--- src/rtl/key_pkg.sv ---
// Shared types and width helpers for the key debounce front end.
package key_pkg;

    typedef enum logic [1:0] {
        REL = 2'd0,
        PRS = 2'd1,
        HLD = 2'd2
    } key_fsm_e;

    // Bits needed to hold values 0..value-1; never narrower than one bit.
    function automatic int clog2(input int value);
        int w;
        w = 0;
        while ((1 << w) < value) begin
            w = w + 1;
        end
        if (w == 0) begin
            w = 1;
        end
        return w;
    endfunction

    function automatic int max2(input int a, input int b);
        return (a > b) ? a : b;
    endfunction

endpackage

--- src/rtl/key_channel.sv ---
// One key: two-flop synchroniser, consecutive-sample debounce on tick,
// and the release/press/hold FSM producing registered strobes.
module key_channel
    import key_pkg::*;
#(
    parameter int STABLE_CNT   = 3,
    parameter int HOLD_TICKS   = 100,
    parameter int REPEAT_TICKS = 20,
    parameter int ACTIVE_LOW   = 0
) (
    input  logic     clk,
    input  logic     rst,
    input  logic     tick,
    input  logic     key_pin,
    output logic     key_state,
    output logic     press,
    output logic     key_release,
    output logic     hold,
    output logic     key_repeat,
    output key_fsm_e state
);

    localparam int SW = clog2(STABLE_CNT + 1);
    localparam int HW = clog2(max2(HOLD_TICKS, REPEAT_TICKS) + 1);
    localparam logic [SW-1:0] STAB_END = SW'(STABLE_CNT);
    localparam logic [HW-1:0] HOLD_END = HW'(HOLD_TICKS);
    localparam logic [HW-1:0] REP_END  = HW'(REPEAT_TICKS);
    localparam logic ACT_LVL = (ACTIVE_LOW != 0);

    logic          sync1, sync2, pressed_sync;
    logic [SW-1:0] stab_cnt, stab_nx, stab_inc;
    logic [HW-1:0] hold_cnt, hold_nx, hold_inc;
    logic          flip, rise, fall, key_state_nx;
    logic          press_nx, release_nx, hold_nx_stb, repeat_nx;
    key_fsm_e      state_nx;

    assign pressed_sync = sync2 ^ ACT_LVL;

    always_ff @(posedge clk) begin
        if (rst) begin
            sync1       <= 1'b0;
            sync2       <= 1'b0;
            stab_cnt    <= '0;
            hold_cnt    <= '0;
            key_state   <= 1'b0;
            state       <= REL;
            press       <= 1'b0;
            key_release <= 1'b0;
            hold        <= 1'b0;
            key_repeat  <= 1'b0;
        end else begin
            sync1       <= key_pin;
            sync2       <= sync1;
            stab_cnt    <= stab_nx;
            hold_cnt    <= hold_nx;
            key_state   <= key_state_nx;
            state       <= state_nx;
            press       <= press_nx;
            key_release <= release_nx;
            hold        <= hold_nx_stb;
            key_repeat  <= repeat_nx;
        end
    end

    // Debounce: a run of STABLE_CNT disagreeing tick samples flips the level.
    always_comb begin
        stab_nx  = stab_cnt;
        flip     = 1'b0;
        stab_inc = stab_cnt + 1'b1;
        if (tick) begin
            if (pressed_sync == key_state) begin
                stab_nx = '0;
            end else if (stab_inc == STAB_END) begin
                stab_nx = '0;
                flip    = 1'b1;
            end else begin
                stab_nx = stab_inc;
            end
        end
        key_state_nx = key_state ^ flip;
        rise         = flip & ~key_state;
        fall         = flip & key_state;
    end

    always_comb begin
        state_nx    = state;
        hold_nx     = hold_cnt;
        hold_inc    = hold_cnt + 1'b1;
        press_nx    = 1'b0;
        release_nx  = 1'b0;
        hold_nx_stb = 1'b0;
        repeat_nx   = 1'b0;
        case (state)
            REL: begin
                if (rise) begin
                    state_nx = PRS;
                    press_nx = 1'b1;
                    hold_nx  = '0;
                end
            end
            PRS: begin
                if (fall) begin
                    state_nx   = REL;
                    release_nx = 1'b1;
                    hold_nx    = '0;
                end else if (tick) begin
                    if (hold_inc == HOLD_END) begin
                        state_nx    = HLD;
                        hold_nx_stb = 1'b1;
                        hold_nx     = '0;
                    end else begin
                        hold_nx = hold_inc;
                    end
                end
            end
            HLD: begin
                if (fall) begin
                    state_nx   = REL;
                    release_nx = 1'b1;
                    hold_nx    = '0;
                end else if (tick && (REPEAT_TICKS != 0)) begin
                    if (hold_inc == REP_END) begin
                        repeat_nx = 1'b1;
                        hold_nx   = '0;
                    end else begin
                        hold_nx = hold_inc;
                    end
                end
            end
            default: begin
                state_nx = REL;
                hold_nx  = '0;
            end
        endcase
    end

endmodule

--- src/rtl/key_debounce_n.sv ---
// Multi-key debounce front end: shared sample tick plus one key_channel per pin.
// release/repeat are reserved words, so those strobes are key_release/key_repeat.
module key_debounce_n
    import key_pkg::*;
#(
    parameter int NUM_KEYS     = 6,
    parameter int TICK_DIV     = 1_000_000,
    parameter int STABLE_CNT   = 3,
    parameter int HOLD_TICKS   = 100,
    parameter int REPEAT_TICKS = 20,
    parameter int ACTIVE_LOW   = 0
) (
    input  logic                  clk,
    input  logic                  rst,
    input  logic [NUM_KEYS-1:0]   key_in,
    output logic [NUM_KEYS-1:0]   key_state,
    output logic [NUM_KEYS-1:0]   press,
    output logic [NUM_KEYS-1:0]   key_release,
    output logic [NUM_KEYS-1:0]   hold,
    output logic [NUM_KEYS-1:0]   key_repeat,
    output logic [2*NUM_KEYS-1:0] fsm_state
);

    localparam int TW = clog2(TICK_DIV);
    localparam logic [TW-1:0] TICK_END = TW'(TICK_DIV - 1);

    logic [TW-1:0] tick_cnt;
    logic          tick;

    assign tick = (tick_cnt == TICK_END);

    always_ff @(posedge clk) begin
        if (rst) begin
            tick_cnt <= '0;
        end else if (tick) begin
            tick_cnt <= '0;
        end else begin
            tick_cnt <= tick_cnt + 1'b1;
        end
    end

    for (genvar g = 0; g < NUM_KEYS; g++) begin : g_chan
        key_fsm_e chan_state;

        key_channel #(
            .STABLE_CNT  (STABLE_CNT),
            .HOLD_TICKS  (HOLD_TICKS),
            .REPEAT_TICKS(REPEAT_TICKS),
            .ACTIVE_LOW  (ACTIVE_LOW)
        ) u_chan (
            .clk        (clk),
            .rst        (rst),
            .tick       (tick),
            .key_pin    (key_in[g]),
            .key_state  (key_state[g]),
            .press      (press[g]),
            .key_release(key_release[g]),
            .hold       (hold[g]),
            .key_repeat (key_repeat[g]),
            .state      (chan_state)
        );

        assign fsm_state[2*g +: 2] = chan_state;
    end

endmodule

--- config.mk ---
export PLATFORM = sky130hd
export DESIGN_NAME = key_debounce_n
export DESIGN_NICKNAME = d
export VERILOG_FILES = /design/src/rtl/key_pkg.sv /design/src/rtl/key_channel.sv /design/src/rtl/key_debounce_n.sv
export SDC_FILE = /design/constraint.sdc
export NUM_CORES = 1
export LEC_CHECK = 0
export BUFFER_PORTS_ARGS = -buffer_cell sky130_fd_sc_hd__buf_2
export CELL_PAD_IN_SITES_DETAIL_PLACEMENT = 0
export CELL_PAD_IN_SITES_GLOBAL_PLACEMENT = 1
export CORE_MARGIN = 3
export CORE_UTILIZATION = 42
export CTS_CLUSTER_DIAMETER = 120
export DETAILED_ROUTE_END_ITERATION = 6
export PLACE_DENSITY = 0.73
export SLEW_MARGIN = 20
export SYNTH_ARGS = -nofsm -noshare
export SYNTH_HDL_FRONTEND = slang
export SYNTH_SLANG_ARGS = --single-unit
--- constraint.sdc ---
create_clock -name clk -period 3.6 [get_ports clk]
set_input_delay 0.54 -clock clk [delete_from_list [all_inputs] [get_ports clk]]
set_output_delay 0.54 -clock clk [all_outputs]
set_load 0.01 [all_outputs]
==> results of run 1 <==
==> power breakdown <==
part	switching, mW	internal (mW)	leakage [nW]
Combinational	0.235	0.140	1.50
Sequential	0.0199	1.44	1.03
Clock	0.641	1.17	0.302
Total	0.896	2.76	2.84
==> area by class of cell <==
cell class              count  area, um^2  area share, %
flip-flops and latches    128        2560           34.4
clock inverters            14         189           2.54
well taps                 184         230           3.09
repair buffers             63         350           4.70
clock buffers              18         439           5.90
inverters                  34         128           1.71
multi-input cells         531        3550           47.7
==> metrics by stage <==
step	setup WS [ns]	power [mW]
after CTS	0.0789	3.70
final	0.242	3.65
after detailed placement	0.106	1.87
after floorplan	0.192	1.76
after global placement	0.256	1.86
after global routing	-0.0109	3.81
==> flip-flops by register name, indices dropped and copies added, names as in the netlist <==
register                    count
g_chan.u_chan.press             6
g_chan.u_chan.key_state         6
tick_cnt                       20
g_chan.u_chan.pressed_sync      6
g_chan.u_chan.hold              6
g_chan.u_chan.key_release       6
g_chan.u_chan.sync1             6
g_chan.u_chan.stab_cnt         12
g_chan.u_chan.state            12
g_chan.u_chan.hold_cnt         42
g_chan.u_chan.key_repeat        6
==> layer usage <==
metal	wire, um	global-route usage, %
met1	7000	23.1
met5	0	0
met4	140	5.69
met2	6870	29.3
met3	655	4.96
==> worst max path at each step <==
stage / endpoint / slack, ns / depth (start not counted) / startpoint
global route: g_chan[3].u_chan.hold_cnt[3] / -0.01 / 11 / tick_cnt[11]
detailed placement: g_chan[2].u_chan.hold_cnt[6] / 0.11 / 11 / tick_cnt[11]
floorplan: g_chan[2].u_chan.state[0] / 0.19 / 11 / tick_cnt[11]
finish: g_chan[2].u_chan.hold_cnt[1] / 0.24 / 11 / tick_cnt[11]
global placement: g_chan[2].u_chan.hold_cnt[6] / 0.26 / 11 / tick_cnt[11]
CTS: g_chan[2].u_chan.hold_cnt[1] / 0.08 / 11 / tick_cnt[11]
==> cells in the mapped netlist (all sizes together) (5+ instances only) <==
library cell | number | area [um^2]
nor3 | 16 | 80.1
nor4b | 13 | 114
nand4 | 9 | 56.3
or3b | 6 | 52.6
xor2 | 10 | 87.6
nand2b | 8 | 50.1
or3 | 5 | 31.3
a21oi | 45 | 225
ha | 37 | 463
inv | 34 | 128
nand3b | 6 | 45.0
nand3 | 28 | 140
nand2 | 59 | 224
nor3b | 6 | 45.0
buf | 33 | 239
and2 | 6 | 37.5
a31o | 5 | 43.8
nor2b | 27 | 169
a31oi | 16 | 100
o21ai | 28 | 140
or4b | 12 | 120
or4 | 15 | 116
nand4b | 9 | 78.8
dfxtp | 128 | 2560
and3 | 26 | 163
xnor2 | 15 | 131
nor4 | 9 | 71.3
o22ai | 5 | 31.3
a32o | 5 | 50.1
a211oi | 6 | 45.0
nor2 | 49 | 184
clkbuf | 19 | 71.3
o21a | 7 | 52.6
==> cell families (layout without fill, tap and decap cells) <==
family,count (synthesis),in the layout
mux,4,4
xor+xnor,25,25
compound gates,147,147
flops,128,128
fa+ha+maj,37,37
simple gates,318,318
buf+inv,86,129
==> critical path, cell delays in order (launching register included) <==
cell and delay (ns):
dfxtp_1 0.35, or4_1 0.53, nor2_1 0.21, nand3_1 0.17, buf_4 0.24, nor4b_4 0.29, ha_1 0.25, o21bai_1 0.14
and2_1 0.18, a31oi_1 0.16, or4b_1 0.60, a21oi_1 0.15
==> repair_timing <==
item / 4_1_cts / 5_1_grt
gates resized for setup: 0 / 6
hold buffers: 0 / 0
endpoints found under the setup margin: 0 / 12
==> results.yml, run 1 <==
status:
  outcome: "complete, no violations"
min_path:
  holdPathEnd: "g_chan[1].u_chan.sync1"
  hold_path.class: "input pin to register"
  hold_depth: 2
  min_from: "key_in[1]"
route:
  drt-initial-drc-count: 282
  routedWlPerCell_um: 15.1
  drt-vias-per-instance: 5.56
  ant_nets: 0
  wl_mm: 14.7
  drc: 0
  firstDrtPassIters: 5
  dr_total_vias: 5406
clocking:
  cts-root-buf: "clkbuf_16"
  h-tree-depth: 4
  clkSlewWorstSetupHoldPaths_ns: 0.06
  cts_tree: "yes"
  clk_path_buf_depth: 2
  clock_sinks: 128
  worst_skew_pair.late_latency_ns: 0.42
  numCtsBuffers: 17
  cts_setup_buffers: 0
placed_design:
  routabilityCongestion: 0.823
  place_area_um2: 6790
  dp_hpwl_mm: 10.3
  placed_cells: 940
  io_buffers: 49
timing:
  final-setup-viol-count: 0
  finalClockSkew_ns: 0.00850
  tightest_slew_ns: 0.942
  slew_headroom_pct: 36.6
  holdWs_ns: 0.335
  drv_slew: 0
  setup_tns_ns: 0
  fmax_ghz: 0.298
  finalCritPeriodShare_pct: 93.3
  rsz0062_at_grt: "yes"
  fin_crit_ns: 3.36
  hold_violations: 0
finish:
  fin_util_pct: 50.1
  final_cell_count_no_fill: 972
  drive_gt1_share_pct: 16.4
  fill_cells: 1395
  diodes: 0
  finish.instance_area_um2: 7450
  final_common_cell: "dfxtp_1"
  area_growth_pct: 14.3
  layout_common_cells: "dfxtp_1 (128), nand2_1 (58), nor2_1 (49), buf_2 (49), a21oi_1 (45)"
  num-nets-final: 820
synth:
  syn_avg_cell_area_um2: 8.75
  synth_adder_area_share_pct: 7.10
  synth-simple-area-share_pct: 28.4
  ys_seq_area_share_pct: 39.3
  synth_compound_area_share_pct: 14.5
  synth-edff-count: 0
  syn_area_um2: 6520
  synth_mux_area_share_pct: 0.614
  synth_cell_types: 62
  synth_top_family_by_area: "simple AND/OR/NAND/NOR gates"
  async_reset_ff_share_pct: 0
  synth_xor_area_share_pct: 3.36
  synth_warnings: 0
  synthFlopType: "dfxtp_1"
  netlist_instances: 745
  yosys_register_bits: 128
  synthesis.nets: 790
die:
  die_area_um2: 17000
  ios: 50
  dieWidth_um: 131
  core_um2: 14900
  rows: 44
  die_height_um: 131
  initial_core_util_pct: 43.8
critical_path:
  start_kind: "register"
  critPathMaxFanout: 15
  reg2reg_depth: 11
  timing.rr.end: "g_chan[2].u_chan.hold_cnt[1]"
  r2r-start: "tick_cnt[11]"
  required_ns: 3.94
  cp.arrival_ns: 3.70
  reg2reg_setup_slack_ns: 0.24
  cp-end-kind: "register"
  critPathKind: "register to register"
global_routing:
  grt_usage_pct: 17.9
  grt_max_degree: 48
  grt-ovfl-total: 0
  grt_pass1_vias: 5048
  grt_pass1_wl_mm: 24.5
  antenna_found_initial: 0
power_and_ir_drop:
  ir_drop_mv: 0.304
  power.density_nw_per_um2: 491
  p_leak_nw: 2.84
flow_run:
  drv_cap: 0
Power figures use the tool's default switching activity.
==> run 2: changes to the inputs <==
--- a/config.mk
+++ b/config.mk
@@ -8,9 +8,8 @@
 export BUFFER_PORTS_ARGS = -buffer_cell sky130_fd_sc_hd__buf_2
 export CELL_PAD_IN_SITES_DETAIL_PLACEMENT = 0
 export CELL_PAD_IN_SITES_GLOBAL_PLACEMENT = 1
-export CORE_MARGIN = 3
 export CORE_UTILIZATION = 42
-export CTS_CLUSTER_DIAMETER = 120
+export CTS_CLUSTER_DIAMETER = 80
 export DETAILED_ROUTE_END_ITERATION = 6
 export PLACE_DENSITY = 0.73
 export SLEW_MARGIN = 20
==> results.yml, run 2 (synthesized netlist as in run 1, its figures left out) <==
status:
  outcome: "complete, no violations"
critical_path:
  path_delay_family: "simple AND/OR/NAND/NOR gates"
  critPathKind: "register to register"
  crit_slowest_cell: "or4b_1"
  cp-end-kind: "register"
  start_kind: "register"
  cp.arrival_ns: 3.66
  path_cells: "or4_1 -> nor2_2 -> nand3_2 -> buf_4 -> nor4b_2 -> ha_1 -> nand2b_1 -> o21a_1 -> a31oi_1 -> or4b_1 -> a21oi_1"
  critPathBufInv: 1
  critPathMaxFanout: 10
  max_stage_delay_ns: 0.54
  required_ns: 3.94
global_routing:
  grt_pass1_vias: 5239
  gr-usage-met3_pct: 4.89
  grt_usage_pct: 19.7
  antenna_found_initial: 0
  grt_busiest_layer: "met2"
  grt_pass1_wl_mm: 25.2
  grtUsageMet1_pct: 24.0
  grt_max_degree: 45
  grt-ovfl-total: 0
  use_met2_pct: 33.9
power_and_ir_drop:
  ir_drop_mv: 0.394
  power.density_nw_per_um2: 497
  p_leak_nw: 2.85
route:
  drt-vias-per-instance: 5.55
  routedWlPerCell_um: 15.3
  drc: 0
  ant_nets: 0
  dr_total_vias: 5414
  drt-initial-drc-count: 202
  firstDrtPassIters: 5
  wl_mm: 14.9
die:
  initial_core_util_pct: 43.0
  core_um2: 15100
  dieWidth_um: 127
  rows: 45
  die_area_um2: 16000
  ios: 50
  die_height_um: 127
timing:
  drv_slew: 0
  hold_violations: 0
  finalCritPeriodShare_pct: 92.2
  fin_crit_ns: 3.32
  tightest_slew_ns: 0.985
  finalClockSkew_ns: 0.00599
  slew_headroom_pct: 33.8
  holdWs_ns: 0.335
  rsz0062_at_grt: "no"
  fmax_ghz: 0.301
  final-setup-viol-count: 0
  setup_tns_ns: 0
finish:
  num-nets-final: 819
  seqCellArea_um2: 2560
  drive_gt1_share_pct: 16.5
  area_growth_pct: 14.6
  largest_registers: "g_chan.u_chan.hold_cnt x42, tick_cnt x20"
  diodes: 0
  multiInputGateArea_um2: 3550
  largest_register_ffs: 42
  final_common_cell: "dfxtp_1"
  fill_cells: 1436
  layout_common_cells: "dfxtp_1 (128), nand2_1 (58), buf_2 (49)"
  regMostFlops: "g_chan.u_chan.hold_cnt"
clocking:
  cts_tree: "yes"
  worst_skew_pair.late_latency_ns: 0.41
  clkSlewWorstSetupHoldPaths_ns: 0.06
  cts-root-buf: "clkbuf_16"
  clk_path_buf_depth: 2
  clock_sinks: 128
  numCtsBuffers: 17
  h-tree-depth: 4
flow_run:
  drv_cap: 0
min_path:
  hold_path.class: "input pin to register"
placed_design:
  routabilityCongestion: 0.814
  io_buffers: 49
  dp_hpwl_mm: 10.3
[run 2: cell types whose count changed in the layout (fill, tap and decap cells not counted), sizes merged]
cell,previous run,this run
clkbuf,18,22
buf,63,62
inv,35,34
clkinvlp,3,2
clkinv,6,4
[run 2: through the flow]
stage / power (mW) / cell area, um^2 / setup WS [ns] / cells / utilization [%]
floorplan: 1.76 / 6520 / 0.192 / 745 / -
global placement: 1.86 / 6780 / 0.122 / 943 / 44.8
detailed placement: 1.87 / 6780 / 0.0731 / 943 / 44.8
CTS: 3.74 / 7430 / 0.0122 / 975 / 49.1
global route: 3.86 / 7460 / 0.0460 / 975 / 49.3
finish: 3.71 / 7460 / 0.282 / 975 / 49.3
[run 2: per-layer routing]
layer	part of all wire, %	vias up	wire (um)
met5	0	-	0
met4	1.3	0	192
met3	3.3	14	486
met2	48	83	7140
met1	47	2588	7060
li1	-	2729	-
[run 2: area by class of cell]
class | count | area share [%]
multi-input combinational | 531 | 47.5
sequential | 128 | 34.3
clock buffer | 22 | 6.62
timing repair buffer | 62 | 4.59
tap | 188 | 3.15
clock inverter | 10 | 2.08
inverter | 34 | 1.71
[run 2: worst register-to-register path, stage by stage, from the launching register on]
cell and delay, ns:
dfxtp_1 0.35, or4_1 0.49, nor2_2 0.18, nand3_2 0.19, buf_4 0.23, nor4b_2 0.33, ha_1 0.24, nand2b_1 0.19
o21a_1 0.20, a31oi_1 0.15, or4b_1 0.55, a21oi_1 0.14
[run 2: timing repair]
| action | CTS | global route |
|---|---|---|
| setup endpoints to repair | 0 | 17 |
| setup buffers | 0 | 0 |
| gates resized for setup | 0 | 6 |
| hold buffers | 0 | 0 |
[run 2: path summary, 6_finish.rpt]
| path | endpoint | slack [ns] | from | cells past startpoint |
|---|---|---|---|---|
| setup / recovery | g_chan[3].u_chan.hold_cnt[3] | 0.28 | tick_cnt[8] | 11 |
| hold reg to reg | g_chan[1].u_chan.pressed_sync | 0.44 | g_chan[1].u_chan.sync1 | 1 |
| setup reg to reg | g_chan[3].u_chan.hold_cnt[3] | 0.28 | tick_cnt[8] | 11 |
| hold / removal | g_chan[1].u_chan.sync1 | 0.33 | key_in[1] | 2 |
[run 2: power breakdown]
part	internal, mW	switching, mW	leakage (nW)
Sequential	1.44	0.0204	1.03
Clock	1.25	0.626	0.318
Combinational	0.138	0.238	1.50
Total	2.83	0.884	2.85
==> run 3: changes to the inputs <==
==> constraint.sdc (replaced) <==
create_clock -name clk -period 3.6 [get_ports clk]
set_input_delay 0.72 -clock clk [delete_from_list [all_inputs] [get_ports clk]]
set_output_delay 0.72 -clock clk [all_outputs]
set_load 0.01 [all_outputs]
==> results.yml, run 3 (synthesized netlist as in run 1, its figures left out) <==
clocking:
  cts_setup_buffers: 0
  clkSlewWorstSetupHoldPaths_ns: 0.06
  clock_sinks: 128
  clk_path_buf_depth: 2
  holdBufCountCts: 0
  cts-root-buf: "clkbuf_16"
  numCtsBuffers: 17
  h-tree-depth: 4
  worst_skew_pair.late_latency_ns: 0.42
  cts_tree: "yes"
finish:
  diodes: 0
  num-nets-final: 818
  regMostFlops: "g_chan.u_chan.hold_cnt"
  layout_common_cells: "dfxtp_1 (128), nand2_1 (58), buf_2 (49)"
  drive_gt1_share_pct: 16.3
  area_growth_pct: 13.9
  final_common_cell: "dfxtp_1"
  largest_registers: "g_chan.u_chan.hold_cnt x42, tick_cnt x20"
  largest_register_ffs: 42
die:
  die_height_um: 127
  rows: 45
  die_area_um2: 16000
  core_um2: 15100
  initial_core_util_pct: 43.0
  ios: 50
  dieWidth_um: 127
route:
  wl_mm: 14.6
  drc: 0
  drt-initial-drc-count: 268
  routedWlPerCell_um: 14.9
  dr_total_vias: 5381
  drt-vias-per-instance: 5.52
  ant_nets: 0
  firstDrtPassIters: 4
critical_path:
  critPathKind: "register to register"
  critPathMaxFanout: 12
  required_ns: 3.94
  critPathBufInv: 0
  path_cells: "or4_1 -> nor2_2 -> nand3_2 -> nor4b_1 -> ha_1 -> o21bai_1 -> and2_1 -> a31oi_1 -> or4b_1 -> a21oi_1"
  start_kind: "register"
  cp.arrival_ns: 3.63
  cp-end-kind: "register"
  crit_slowest_cell: "or4b_1"
  max_stage_delay_ns: 0.59
  path_delay_family: "simple AND/OR/NAND/NOR gates"
timing:
  final-setup-viol-count: 0
  slew_headroom_pct: 40.1
  fmax_ghz: 0.304
  drv_slew: 0
  setup_tns_ns: 0
  hold_violations: 0
  rsz0062_at_grt: "no"
  finalClockSkew_ns: 0.00747
  finalCritPeriodShare_pct: 91.3
  tightest_slew_ns: 0.892
  fin_crit_ns: 3.29
placed_design:
  routabilityCongestion: 0.823
  dp_hpwl_mm: 10.2
  io_buffers: 49
global_routing:
  grt_usage_pct: 19.0
  grt_pass1_vias: 5137
  grt_pass1_wl_mm: 24.3
  grt_max_degree: 49
  antenna_found_initial: 0
  grt-ovfl-total: 0
power_and_ir_drop:
  p_leak_nw: 2.82
  ir_drop_mv: 0.332
  power.density_nw_per_um2: 486
  finalPower_mw: 3.60
flow_run:
  drv_cap: 0
min_path:
  hold_path.class: "register to register"
status:
  outcome: "complete, no violations"
[run 3: what timing repair did]
item	CTS	global route
resized for setup	0	6
hold endpoints to repair	0	0
setup endpoints to repair	0	19
[run 3: metal layers]
metal / vias up / share of wire, % / GRT usage (%)
li1: 2726 / - / -
met1: 2545 / 48 / 23.5
met2: 91 / 47 / 31.5
met3: 19 / 3.3 / 5.06
met4: 0 / 1.6 / 7.23
met5: - / 0 / 0
[run 3: final timing paths]
| kind | end | from | depth (start not counted) | slack [ns] |
|---|---|---|---|---|
| setup reg to reg | g_chan[2].u_chan.hold_cnt[1] | tick_cnt[7] | 10 | 0.31 |
| setup / recovery | g_chan[2].u_chan.hold_cnt[1] | tick_cnt[7] | 10 | 0.31 |
| hold / removal | g_chan[0].u_chan.pressed_sync | g_chan[0].u_chan.sync1 | 1 | 0.43 |
| hold reg to reg | g_chan[0].u_chan.pressed_sync | g_chan[0].u_chan.sync1 | 1 | 0.43 |
[run 3: cell type report]
type                       instances  area, um^2
clock inverter                    12         156
sequential                       128        2560
inverter                          34         128
multi-input combinational        531        3550
clock buffer                      20         457
timing repair buffer              61         335
fill                            1449        7720
tap                              188         235
[run 3: power by group]
group | total (mW) | switching [mW] | internal, mW
Sequential | 1.47 | 0.0213 | 1.44
Combinational | 0.377 | 0.238 | 0.139
Clock | 1.76 | 0.636 | 1.13
[run 3: through the flow]
stage	worst slack, ns	util, %	cell area [um^2]	hold slack [ns]	cells
2_1_floorplan	0.192	-	6520	0.414	745
3_3_place_gp	0.188	44.7	6780	0.422	942
3_5_place_dp	0.104	44.7	6780	0.422	942
4_1_cts	0.0775	48.8	7390	0.436	974
5_1_grt	0.0261	49.0	7420	0.460	974
6_report	0.313	49.0	7420	0.434	974
[run 3: worst reg2reg max path, cell delays in order (launching register included)]
cell      delay, ns
dfxtp_1        0.34
or4_1          0.52
nor2_2         0.18
nand3_2        0.14
nor4b_1        0.49
ha_1           0.31
o21bai_1       0.15
and2_1         0.17
a31oi_1        0.15
or4b_1         0.59
a21oi_1        0.16
